**config.mk**
```make
export PLATFORM = sky130hd
export DESIGN_NAME = imem_arbiter_flat
export DESIGN_NICKNAME = d
export VERILOG_FILES = /design/src/rtl/imem_arbiter_if.sv /design/src/rtl/imem_arbiter.sv /design/src/flat_wrapper.sv
export SDC_FILE = /design/constraint.sdc
export NUM_CORES = 1
export LEC_CHECK = 0
export BUFFER_PORTS_ARGS = -buffer_cell sky130_fd_sc_hd__buf_2
export CAP_MARGIN = 10
export CORE_ASPECT_RATIO = 1.2
export CORE_MARGIN = 3
export CORE_UTILIZATION = 46
export CTS_CLUSTER_SIZE = 16
export DETAILED_ROUTE_END_ITERATION = 16
export GPL_TIMING_DRIVEN = 0
export PLACE_DENSITY = 0.77
export SLEW_MARGIN = 40
export SYNTH_ARGS = -nofsm -noshare
export SYNTH_HDL_FRONTEND = slang
export SYNTH_SLANG_ARGS = --single-unit
```
**constraint.sdc**
```tcl
create_clock -name clock -period 2.53 [get_ports clock]
set_input_delay 0.253 -clock clock [delete_from_list [all_inputs] [get_ports clock]]
set_output_delay 0.253 -clock clock [all_outputs]
set_load 0.005 [all_outputs]
```
**src/rtl/imem_arbiter_if.sv**
```systemverilog
`default_nettype none
// ============================================================================
//  Module      : imem_arbiter_pkg / imem_arbiter_if
//  Description : Bus command type and the handshake bundle between the icache
//                miss path, the instruction prefetcher, the instruction memory
//                and the fill consumer of imem_arbiter.
//                Modport slave  : the arbiter's view.
//                Modport master : the surrounding system's view.
//  Revision    : 1.0 - initial release
// ============================================================================

package imem_arbiter_pkg;
    typedef enum logic [1:0] {
        BUS_NONE  = 2'h0,
        BUS_LOAD  = 2'h1,
        BUS_STORE = 2'h2
    } bus_command_t;
endpackage

interface imem_arbiter_if;
    import imem_arbiter_pkg::*;

    // Demand-fetch miss request
    logic         dmd_req_valid;
    logic [63:0]  dmd_req_addr;
    logic         dmd_req_ready;
    // Prefetch request
    logic         pf_req_valid;
    logic [63:0]  pf_req_addr;
    logic         pf_req_ready;
    // Instruction-memory bus
    bus_command_t proc2Imem_command;
    logic [63:0]  proc2Imem_addr;
    logic [3:0]   Imem2proc_response;
    logic [3:0]   Imem2proc_tag;
    logic [63:0]  Imem2proc_data;
    // Fill return and occupancy
    logic         fill_valid;
    logic [63:0]  fill_addr;
    logic [63:0]  fill_data;
    logic         fill_is_dmd;
    logic [3:0]   outstanding;

    modport slave (
        input  dmd_req_valid, dmd_req_addr,
        output dmd_req_ready,
        input  pf_req_valid, pf_req_addr,
        output pf_req_ready,
        output proc2Imem_command, proc2Imem_addr,
        input  Imem2proc_response, Imem2proc_tag, Imem2proc_data,
        output fill_valid, fill_addr, fill_data, fill_is_dmd, outstanding
    );

    modport master (
        output dmd_req_valid, dmd_req_addr,
        input  dmd_req_ready,
        output pf_req_valid, pf_req_addr,
        input  pf_req_ready,
        input  proc2Imem_command, proc2Imem_addr,
        output Imem2proc_response, Imem2proc_tag, Imem2proc_data,
        input  fill_valid, fill_addr, fill_data, fill_is_dmd, outstanding
    );
endinterface

`default_nettype wire

```
**src/rtl/imem_arbiter.sv**
```systemverilog
`default_nettype none
// ============================================================================
//  Module      : imem_arbiter
//  Description : Shares the instruction-memory bus between demand misses and
//                the prefetcher. Demand has priority; a prefetch that lost
//                STARVE_LIMIT consecutive times is forced through. Outstanding
//                transactions live in a miss table keyed by memory tag; each
//                return produces a registered one-cycle fill pulse.
//  Ports       : clock  - rising-edge clock
//                reset  - asynchronous, active-low
//                bus    - imem_arbiter_if.slave (requests, mem bus, fills,
//                         outstanding count)
//  Options     : IMEM_ARB_MERGE_EN - when defined, requests for a block that
//                is already outstanding are merged (demand) or dropped
//                (prefetch) instead of being issued again.
//  Revision    : 1.0 - initial release
// ============================================================================

module imem_arbiter
    import imem_arbiter_pkg::*;
#(
    parameter int MSHR_DEPTH   = 4,
    parameter int STARVE_LIMIT = 3
) (
    input  logic          clock,
    input  logic          reset,
    imem_arbiter_if.slave bus
);

    localparam int         c_IDX_W        = $clog2(MSHR_DEPTH);
    localparam logic [3:0] c_STARVE_LIMIT = 4'(STARVE_LIMIT);

    // Miss table
    logic [MSHR_DEPTH-1:0] r_valid;
    logic [MSHR_DEPTH-1:0] r_is_dmd;
    logic [3:0]            r_tag [MSHR_DEPTH];
    logic [63:3]           r_blk [MSHR_DEPTH];

    logic [3:0]            r_starve;
    logic                  r_fill_valid;
    logic [63:0]           r_fill_addr;
    logic [63:0]           r_fill_data;
    logic                  r_fill_is_dmd;

    logic [63:3]           w_dmd_blk;
    logic [63:3]           w_pf_blk;
    logic [63:3]           w_win_blk;
    logic                  w_full;
    logic [c_IDX_W-1:0]    w_free_idx;
    logic [MSHR_DEPTH-1:0] w_ret_hit;
    logic                  w_ret_any;
    logic [c_IDX_W-1:0]    w_ret_idx;
    logic [MSHR_DEPTH-1:0] w_dmd_match;
    logic [MSHR_DEPTH-1:0] w_pf_match;
    logic                  w_dmd_hit;
    logic                  w_pf_hit;
    logic                  w_pf_win;
    logic                  w_dmd_win;
    logic                  w_win_hit;
    logic                  w_issue;
    logic                  w_accept;
    logic                  w_dmd_merge;
    logic                  w_pf_drop;
    logic                  w_dmd_ready;
    logic                  w_pf_ready;
    logic [3:0]            w_count;
    logic                  w_unused_addr_bits;

    assign w_dmd_blk          = bus.dmd_req_addr[63:3];
    assign w_pf_blk           = bus.pf_req_addr[63:3];
    assign w_unused_addr_bits = ^{bus.dmd_req_addr[2:0], bus.pf_req_addr[2:0]};
    assign w_full             = &r_valid;

    // Lowest-index free entry and lowest-index entry matching the return tag
    always_comb begin
        w_free_idx = '0;
        w_ret_idx  = '0;
        w_ret_hit  = '0;
        w_count    = '0;
        for (int i = MSHR_DEPTH - 1; i >= 0; i--) begin
            if (!r_valid[i]) begin
                w_free_idx = c_IDX_W'(i);
            end
            w_ret_hit[i] = r_valid[i] && (bus.Imem2proc_tag != 4'd0) &&
                           (r_tag[i] == bus.Imem2proc_tag);
            if (w_ret_hit[i]) begin
                w_ret_idx = c_IDX_W'(i);
            end
            w_count = w_count + {3'b000, r_valid[i]};
        end
    end
    assign w_ret_any = |w_ret_hit;

`ifdef IMEM_ARB_MERGE_EN
    always_comb begin
        w_dmd_match = '0;
        w_pf_match  = '0;
        for (int i = 0; i < MSHR_DEPTH; i++) begin
            w_dmd_match[i] = r_valid[i] && (r_blk[i] == w_dmd_blk);
            w_pf_match[i]  = r_valid[i] && (r_blk[i] == w_pf_blk);
        end
    end
`else
    assign w_dmd_match = '0;
    assign w_pf_match  = '0;
`endif

    assign w_dmd_hit = bus.dmd_req_valid && (|w_dmd_match);
    assign w_pf_hit  = bus.pf_req_valid  && (|w_pf_match);

    // Arbitration: a starved prefetch overrides demand priority
    assign w_pf_win  = bus.pf_req_valid &&
                       ((r_starve == c_STARVE_LIMIT) || !bus.dmd_req_valid);
    assign w_dmd_win = bus.dmd_req_valid && !w_pf_win;
    assign w_win_hit = w_pf_win ? w_pf_hit : w_dmd_hit;
    assign w_win_blk = w_pf_win ? w_pf_blk : w_dmd_blk;

    // Only the winner touches the bus; either side may merge/drop as long as
    // it is not the one issuing. A full table blocks everything.
    assign w_issue     = reset && !w_full && (w_pf_win || w_dmd_win) && !w_win_hit;
    assign w_accept    = w_issue && (bus.Imem2proc_response != 4'd0);
    assign w_dmd_merge = reset && !w_full && w_dmd_hit;
    assign w_pf_drop   = reset && !w_full && w_pf_hit;
    assign w_dmd_ready = (w_dmd_win && w_accept) || w_dmd_merge;
    assign w_pf_ready  = (w_pf_win && w_accept) || w_pf_drop;

    assign bus.dmd_req_ready     = w_dmd_ready;
    assign bus.pf_req_ready      = w_pf_ready;
    assign bus.proc2Imem_command = w_issue ? BUS_LOAD : BUS_NONE;
    assign bus.proc2Imem_addr    = w_issue ? {w_win_blk, 3'b000} : 64'd0;
    assign bus.fill_valid        = r_fill_valid;
    assign bus.fill_addr         = r_fill_addr;
    assign bus.fill_data         = r_fill_data;
    assign bus.fill_is_dmd       = r_fill_is_dmd;
    assign bus.outstanding       = w_count;

    // Miss table: the free index is computed from the current valid bits, so
    // an entry freed by a return this cycle cannot be reallocated at this edge.
    always_ff @(posedge clock or negedge reset) begin
        if (!reset) begin
            r_valid  <= '0;
            r_is_dmd <= '0;
            for (int i = 0; i < MSHR_DEPTH; i++) begin
                r_tag[i] <= '0;
                r_blk[i] <= '0;
            end
        end else begin
            for (int i = 0; i < MSHR_DEPTH; i++) begin
                if (w_ret_hit[i] && (w_ret_idx == c_IDX_W'(i))) begin
                    r_valid[i] <= 1'b0;
                end
                if (w_dmd_merge && w_dmd_match[i]) begin
                    r_is_dmd[i] <= 1'b1;
                end
                if (w_accept && (w_free_idx == c_IDX_W'(i))) begin
                    r_valid[i]  <= 1'b1;
                    r_tag[i]    <= bus.Imem2proc_response;
                    r_blk[i]    <= w_win_blk;
                    r_is_dmd[i] <= w_dmd_win;
                end
            end
        end
    end

    // Starvation counter and fill register
    always_ff @(posedge clock or negedge reset) begin
        if (!reset) begin
            r_starve      <= '0;
            r_fill_valid  <= 1'b0;
            r_fill_addr   <= '0;
            r_fill_data   <= '0;
            r_fill_is_dmd <= 1'b0;
        end else begin
            if (!bus.pf_req_valid || w_pf_ready) begin
                r_starve <= '0;
            end else if (w_dmd_win && (r_starve != c_STARVE_LIMIT)) begin
                r_starve <= r_starve + 4'd1;
            end

            r_fill_valid <= w_ret_any;
            if (w_ret_any) begin
                r_fill_addr   <= {r_blk[w_ret_idx], 3'b000};
                r_fill_data   <= bus.Imem2proc_data;
                // A demand merging into the returning entry still counts
                r_fill_is_dmd <= r_is_dmd[w_ret_idx] |
                                 (w_dmd_merge && w_dmd_match[w_ret_idx]);
            end
        end
    end

endmodule

`default_nettype wire

```
**src/flat_wrapper.sv**
```systemverilog
// flat-port wrapper written by rule: the top's interface ports become plain ports
module imem_arbiter_flat import imem_arbiter_pkg::*;
#(
    parameter int MSHR_DEPTH   = 4,
    parameter int STARVE_LIMIT = 3
)
  (clock, reset, bus_dmd_req_valid, bus_dmd_req_addr, bus_dmd_req_ready, bus_pf_req_valid, bus_pf_req_addr, bus_pf_req_ready, bus_proc2Imem_command, bus_proc2Imem_addr, bus_Imem2proc_response, bus_Imem2proc_tag, bus_Imem2proc_data, bus_fill_valid, bus_fill_addr, bus_fill_data, bus_fill_is_dmd, bus_outstanding);
  imem_arbiter_if bus_i ();
  input  logic clock;
  input  logic reset;
  input wire logic [$bits(bus_i.dmd_req_valid)-1:0] bus_dmd_req_valid;
  input wire logic [$bits(bus_i.dmd_req_addr)-1:0] bus_dmd_req_addr;
  output wire logic [$bits(bus_i.dmd_req_ready)-1:0] bus_dmd_req_ready;
  input wire logic [$bits(bus_i.pf_req_valid)-1:0] bus_pf_req_valid;
  input wire logic [$bits(bus_i.pf_req_addr)-1:0] bus_pf_req_addr;
  output wire logic [$bits(bus_i.pf_req_ready)-1:0] bus_pf_req_ready;
  output wire logic [$bits(bus_i.proc2Imem_command)-1:0] bus_proc2Imem_command;
  output wire logic [$bits(bus_i.proc2Imem_addr)-1:0] bus_proc2Imem_addr;
  input wire logic [$bits(bus_i.Imem2proc_response)-1:0] bus_Imem2proc_response;
  input wire logic [$bits(bus_i.Imem2proc_tag)-1:0] bus_Imem2proc_tag;
  input wire logic [$bits(bus_i.Imem2proc_data)-1:0] bus_Imem2proc_data;
  output wire logic [$bits(bus_i.fill_valid)-1:0] bus_fill_valid;
  output wire logic [$bits(bus_i.fill_addr)-1:0] bus_fill_addr;
  output wire logic [$bits(bus_i.fill_data)-1:0] bus_fill_data;
  output wire logic [$bits(bus_i.fill_is_dmd)-1:0] bus_fill_is_dmd;
  output wire logic [$bits(bus_i.outstanding)-1:0] bus_outstanding;
  assign bus_i.dmd_req_valid = bus_dmd_req_valid;
  assign bus_i.dmd_req_addr = bus_dmd_req_addr;
  assign bus_dmd_req_ready = bus_i.dmd_req_ready;
  assign bus_i.pf_req_valid = bus_pf_req_valid;
  assign bus_i.pf_req_addr = bus_pf_req_addr;
  assign bus_pf_req_ready = bus_i.pf_req_ready;
  assign bus_proc2Imem_command = bus_i.proc2Imem_command;
  assign bus_proc2Imem_addr = bus_i.proc2Imem_addr;
  assign bus_i.Imem2proc_response = bus_Imem2proc_response;
  assign bus_i.Imem2proc_tag = bus_Imem2proc_tag;
  assign bus_i.Imem2proc_data = bus_Imem2proc_data;
  assign bus_fill_valid = bus_i.fill_valid;
  assign bus_fill_addr = bus_i.fill_addr;
  assign bus_fill_data = bus_i.fill_data;
  assign bus_fill_is_dmd = bus_i.fill_is_dmd;
  assign bus_outstanding = bus_i.outstanding;
  imem_arbiter #(.MSHR_DEPTH(MSHR_DEPTH), .STARVE_LIMIT(STARVE_LIMIT)) u_core (.clock(clock), .reset(reset), .bus(bus_i));
endmodule
```
Word level (Yosys, flattened, before mapping). Index checks and enable logic that the tools add are counted. Widths: inputs -> output; s select.

Add/sub/neg operators: 4. Equal/unequal tests: 12. Mux-type cells: 26. Magnitude comparators: 2. Reductions and logical operators: 42. Bitwise logic cells: 1.

Operator list (count): $mux 61 (3); $bmux 61 s2 (1); $mux 64 (1); $logic_and 1x1->1 (24); $eq 4x4->1 (4); $mux 2 (8); $mux 1 (10); $reduce_bool 2->1 (5); $add 4x1->4 (2); $eq 2x2->1 const B (4); $mux 4 (2); $reduce_bool 4->1 (2); $add 4x1->4 const B (1); $eq 2x1->1 const B (2); $eq 4x2->1 const B (1); $logic_not 1->1 (4); $logic_not 2->1 (2); $ne 4x2->1 const B (1); $reduce_and 4->1 (1); $reduce_or 4->1 (1); $ge 3x3->1 const B (1); $logic_or 1x1->1 (3); $lt 2x3->1 const B (1); $not 2->3 (1); other kinds (2) (2).

Word-level logic and storage cells: 108. Flip-flop bits (word level): 399. Input port bits: 204.

Longest topological paths before layout.
Depth after elaboration: 11. Mapped depth: 10. Depth with buffers taken out: 6.

Least setup slack after synthesis. OpenSTA, ideal clock, no wires.

Kind: register to output. Start: register u_core.r_starve[0]. End: output bus_proc2Imem_addr[40]. Required time: 2.277 ns. Path buffers: 1. Path slack: 0.561 ns. Data arrival time: 1.716 ns. Cell stages (with the launch flop): 8. Cell sequence: dfrtp_1 > ha_1 > nand2b_1 > o21ai_1 > nand2_1 > buf_2 > mux2i_1 > nor2_1.

Longest elaborated chain between the ends: 8. Elaborated cells on any way between the ends: 9. Classes of those cells: 1 x eq/ne; 2 x mux; 6 x reduce/logical.

Ends and longest elaborated chain: start: declaration (RTL line imem_arbiter.sv:39) `logic [3:0] r_starve;`; start signal: assignment (RTL line imem_arbiter.sv:177) `r_starve <= r_starve + 4'd1;`; $eq 4x2->1 * (RTL line imem_arbiter.sv:113) `((r_starve == c_STARVE_LIMIT) || !bus.dmd_req_valid);`; $logic_or 1x1->1 * (RTL line imem_arbiter.sv:113); $logic_and 1x1->1 * (RTL line imem_arbiter.sv:112) `assign w_pf_win = bus.pf_req_valid &&`; $logic_not 1->1 (RTL line imem_arbiter.sv:114) `assign w_dmd_win = bus.dmd_req_valid && !w_pf_win;`; $logic_and 1x1->1 (RTL line imem_arbiter.sv:114); $logic_or 1x1->1 (RTL line imem_arbiter.sv:120) `assign w_issue = reset && !w_full && (w_pf_win || w_dmd_win) && !w_win_hit;`; $logic_and 1x1->1 (RTL line imem_arbiter.sv:120); $mux 64 * (RTL line imem_arbiter.sv:130) `assign bus.proc2Imem_addr = w_issue ? {w_win_blk, 3'b000} : 64'd0;`; end: declaration (RTL line flat_wrapper.sv:18) `output wire logic [$bits(bus_i.proc2Imem_addr)-1:0] bus_proc2Imem_addr;`.

Mark *: on every way between the ends. The rest lies on a longest branch, timed or not.

Final worst setup path.
Start: register u_core.r_starve[0]. End: output bus_proc2Imem_addr[16].

Same word-level chain as after synthesis.

==> impl_metrics.yaml <==
placed_design:
  gp_congestion: 0.8795
  post-dp-hpwl_um: 34300
  place_inst: 2494
  dp_worst_setup_slack_ns: -1.152
  postPlaceCellArea_mm2: 0.01950
  io_buffers: 386
cts:
  cts_made_buffers: 40
  cts.sinks: 399
  clk_latency_ns: 0.54
  clk_path_buf_depth: 3
  cts_tree: "yes"
  htreeDepth: 2
  clk_pin_slew_ns: 0.06
  cts_root_buffer: "clkbuf_16"
routing:
  dr.pass1.iters: 7
  first_iter_violations: 1110
  dr_total_vias: 15299
  wirelength_um: 56530
  via_per_inst: 5.608
  ant_nets: 0
  routedWlPerCell_um: 20.72
  drcViolationCount: 0
sta:
  setup-tns-final_ns: -1.754
  holdWs_ns: 0.002500
  tightest_slew_ns: 0.8994
  setup_violations: 34
  setup_ws_ns: -0.1010
  period_needed_ns: 2.631
  finalMaxSlewViolations: 0
  post-route-period-util: 1.040
  fin_skew_ns: 0.01653
  finalHoldViolCount: 0
  slew_headroom: 0.4004
  rsz0062_at_grt: "yes"
  timing.fmax_mhz: 380.1
pwr:
  clockPowerShare: 0.229
  switching_share: 0.3593
  p_per_area_mw_per_mm2: 1136
  p_comb_frac: 0.355
  power_leakage_nw: 11.15
  p_total_mw: 26.79
  peakVddDrop_v: 0.0008207
  p_int_mw: 17.17
  p_switching_mw: 9.625
  seqPwrFrac: 0.416
min_path:
  hold_class: "in -> async"
worst_setup_path:
  cp_max_fo: 5
  arrival_ns: 2.38
  r2r_setup_slack_ns: 0.11
  critPathCaptureType: "output port"
  r2r_start: "u_core.r_valid[3]"
  ff2ff_path_depth: 9
  critPathKind: "reg -> out"
  required_ns: 2.28
  cp-start-kind: "flip-flop"
  r2r-end: "u_core.r_blk[70]"
synthesis:
  synth_ff_type: "dfrtp_1"
  synth-edff-count: 0
  yosys_warnings: 0
  ys_seq_area_frac: 0.5941
  syn_area_per_cell_um2: 10.32
  synth_area_mm2: 0.01681
  ys_types: 47
  synthesis.instances: 1628
  synth_seq_cells: 399
  async_flop_share: 1.000
outcome:
  outcome: "complete, but fails checks"
  violations: "setup timing"
flow_run:
  cap_violations: 0
floorplan:
  core_mm2: 0.03594
  start_util: 0.4676
  dieHeight_um: 215.4
  die-width_um: 180.5
  num_rows: 76
  dieArea_mm2: 0.03887
  ios: 406
grt:
  track_usage: 0.2843
  grt_overflow: 0
  antenna_found_initial: 5
  grt_pass1_wl_um: 87910
  grt_max_degree: 80
  grt_pass1_vias: 15786
cells_and_area:
  nets: 2438
  n_fill_cell: 2635
  fin_area_mm2: 0.02359
  synthToLayoutAreaGrowth_pct: 40.37
  fin_cells: 2728
  drive_gt1_frac: 0.3233
  utilization: 0.6563
flip-flops by register name, indices dropped and copies added, names as in the netlist:
| name | count |
|---|---|
| u_core.r_is_dmd | 4 |
| u_core.bus.fill_is_dmd | 1 |
| u_core.bus.fill_addr | 61 |
| u_core.r_tag | 16 |
| u_core.r_valid | 4 |
| u_core.bus.fill_valid | 1 |
| u_core.r_starve | 4 |
| u_core.bus.fill_data | 64 |
| u_core.r_blk | 244 |
power groups by stage:
stage	logic, mW	registers (mW)	clock network (mW)
global route	10.5	11.4	6.49
floorplan	5.22	10.9	0
detailed placement	8.69	11.1	0
global placement	8.34	10.9	0
CTS	9.28	11.0	6.20
finish	9.52	11.1	6.14
cells in the final DEF, fill, tap and decap left out, types with 3 or more instances in the layout:
cell / synthesis / layout
a31oi_1: 62 / 62
inv_1: 5 / 5
clkinv_4: 0 / 3
clkbuf_2: 0 / 25
clkbuf_16: 0 / 41
clkbuf_1: 65 / 45
xnor2_1: 9 / 9
mux2_2: 8 / 8
nand3_1: 4 / 4
o221ai_1: 62 / 62
bufinv_16: 0 / 4
conb_1: 1 / 8
buf_6: 8 / 11
nor2_2: 0 / 10
clkbuf_8: 0 / 7
mux2_1: 72 / 72
mux2i_4: 0 / 60
buf_16: 0 / 16
nor2_1: 129 / 119
dlygate4sd3_1: 0 / 67
and2_1: 3 / 3
nand2_1: 386 / 385
buf_4: 17 / 90
or3_1: 3 / 3
clkinv_2: 0 / 8
buf_12: 0 / 8
bufbuf_16: 0 / 5
clkinvlp_4: 0 / 5
nand2_8: 0 / 3
xor2_1: 3 / 3
o21ai_0: 165 / 165
buf_2: 34 / 413
dfrtp_1: 399 / 399
o21ai_1: 93 / 92
worst max path at each step:
stage                                  start                      to  slack (ns)  cells past startpoint
after floorplan           u_core.r_starve[0]  bus_proc2Imem_addr[40]        0.56                      7
after global placement                 reset        u_core.r_blk[24]       -7.40                     10
after detailed placement               reset        u_core.r_blk[27]       -1.15                     12
after CTS                 u_core.r_starve[0]  bus_proc2Imem_addr[22]       -0.15                     10
after global routing      u_core.r_starve[0]  bus_proc2Imem_addr[32]       -0.21                     10
final                     u_core.r_starve[0]  bus_proc2Imem_addr[16]       -0.10                     10
cells in the mapped netlist, types with 2 or more instances:
cell,n,share of area
mux2_2,8,0.0054
nand4_1,2,0.00074
buf_4,17,0.0076
nor3_1,2,0.00060
o221ai_1,62,0.032
ha_1,4,0.0030
nand3b_1,2,0.00089
buf_2,34,0.010
nor2_1,129,0.029
inv_1,5,0.0011
xnor2_1,9,0.0047
clkbuf_1,65,0.015
and2_1,3,0.0011
nand3_1,4,0.0012
or3_1,3,0.0011
mux2i_1,62,0.037
buf_1,5,0.0011
a21oi_1,2,0.00060
a31oi_1,62,0.023
nand2_1,386,0.086
dfrtp_1,399,0.59
o21ai_0,165,0.049
xor2_1,3,0.0016
o21ai_1,93,0.028
a21o_1,2,0.00089
mux2_1,72,0.048
buf_6,8,0.0054
critical path, stage by stage (launching register included):
cell      delay (ns)
dfrtp_1         0.37
ha_2            0.22
nand2b_4        0.06
o21ai_4         0.14
buf_6           0.18
nand2_8         0.11
buf_12          0.18
buf_16          0.15
mux2i_4         0.19
nor2_1          0.10
buf_4           0.15
per-layer routing:
layer  vias to the layer above  GRT usage  part of all wire
met1                      7582     0.3360              0.37
met4                         6     0.1298             0.045
met3                       150    0.06271             0.075
met5                         -          0           0.00058
li1                       6816          -                 -
met2                       745     0.4969              0.51
layout make-up:
type                            count  area [um^2]  share of cell area
Inverter                            5        18.77           0.0007955
Tap cell                          468        585.6             0.02482
Timing Repair Buffer              552         3840              0.1628
Buffer                            127        754.5             0.03198
Clock buffer                       50         1130             0.04789
Antenna cell                        2        5.005           0.0002121
Clock inverter                     21        232.7            0.009865
Sequential cell                   399         9985              0.4232
Multi-Input combinational cell   1104         7041              0.2984
cell families after synthesis:
group,share of synthesized area
flip-flops,0.5941
XOR/XNOR,0.006254
buffers and inverters,0.03983
AO/OA/AOI/OAI,0.1386
AND/OR/NAND/NOR,0.1263
adder cells (fa/ha/maj),0.004169
other,0.0002231
multiplexers,0.09053
repair_timing:
| action | 4_1_cts | 5_1_grt |
|---|---|---|
| pin swaps | 10 | 13 |
| endpoints found under the setup margin | 313 | 172 |
| gates cloned | 11 | 0 |
| hold buffers | 74 | 0 |
| gates resized for setup | 172 | 54 |
| buffers inserted | 54 | 23 |
| endpoints found under the hold margin | 223 | 0 |
No activity file was read; power rests on OpenSTA's default activity.
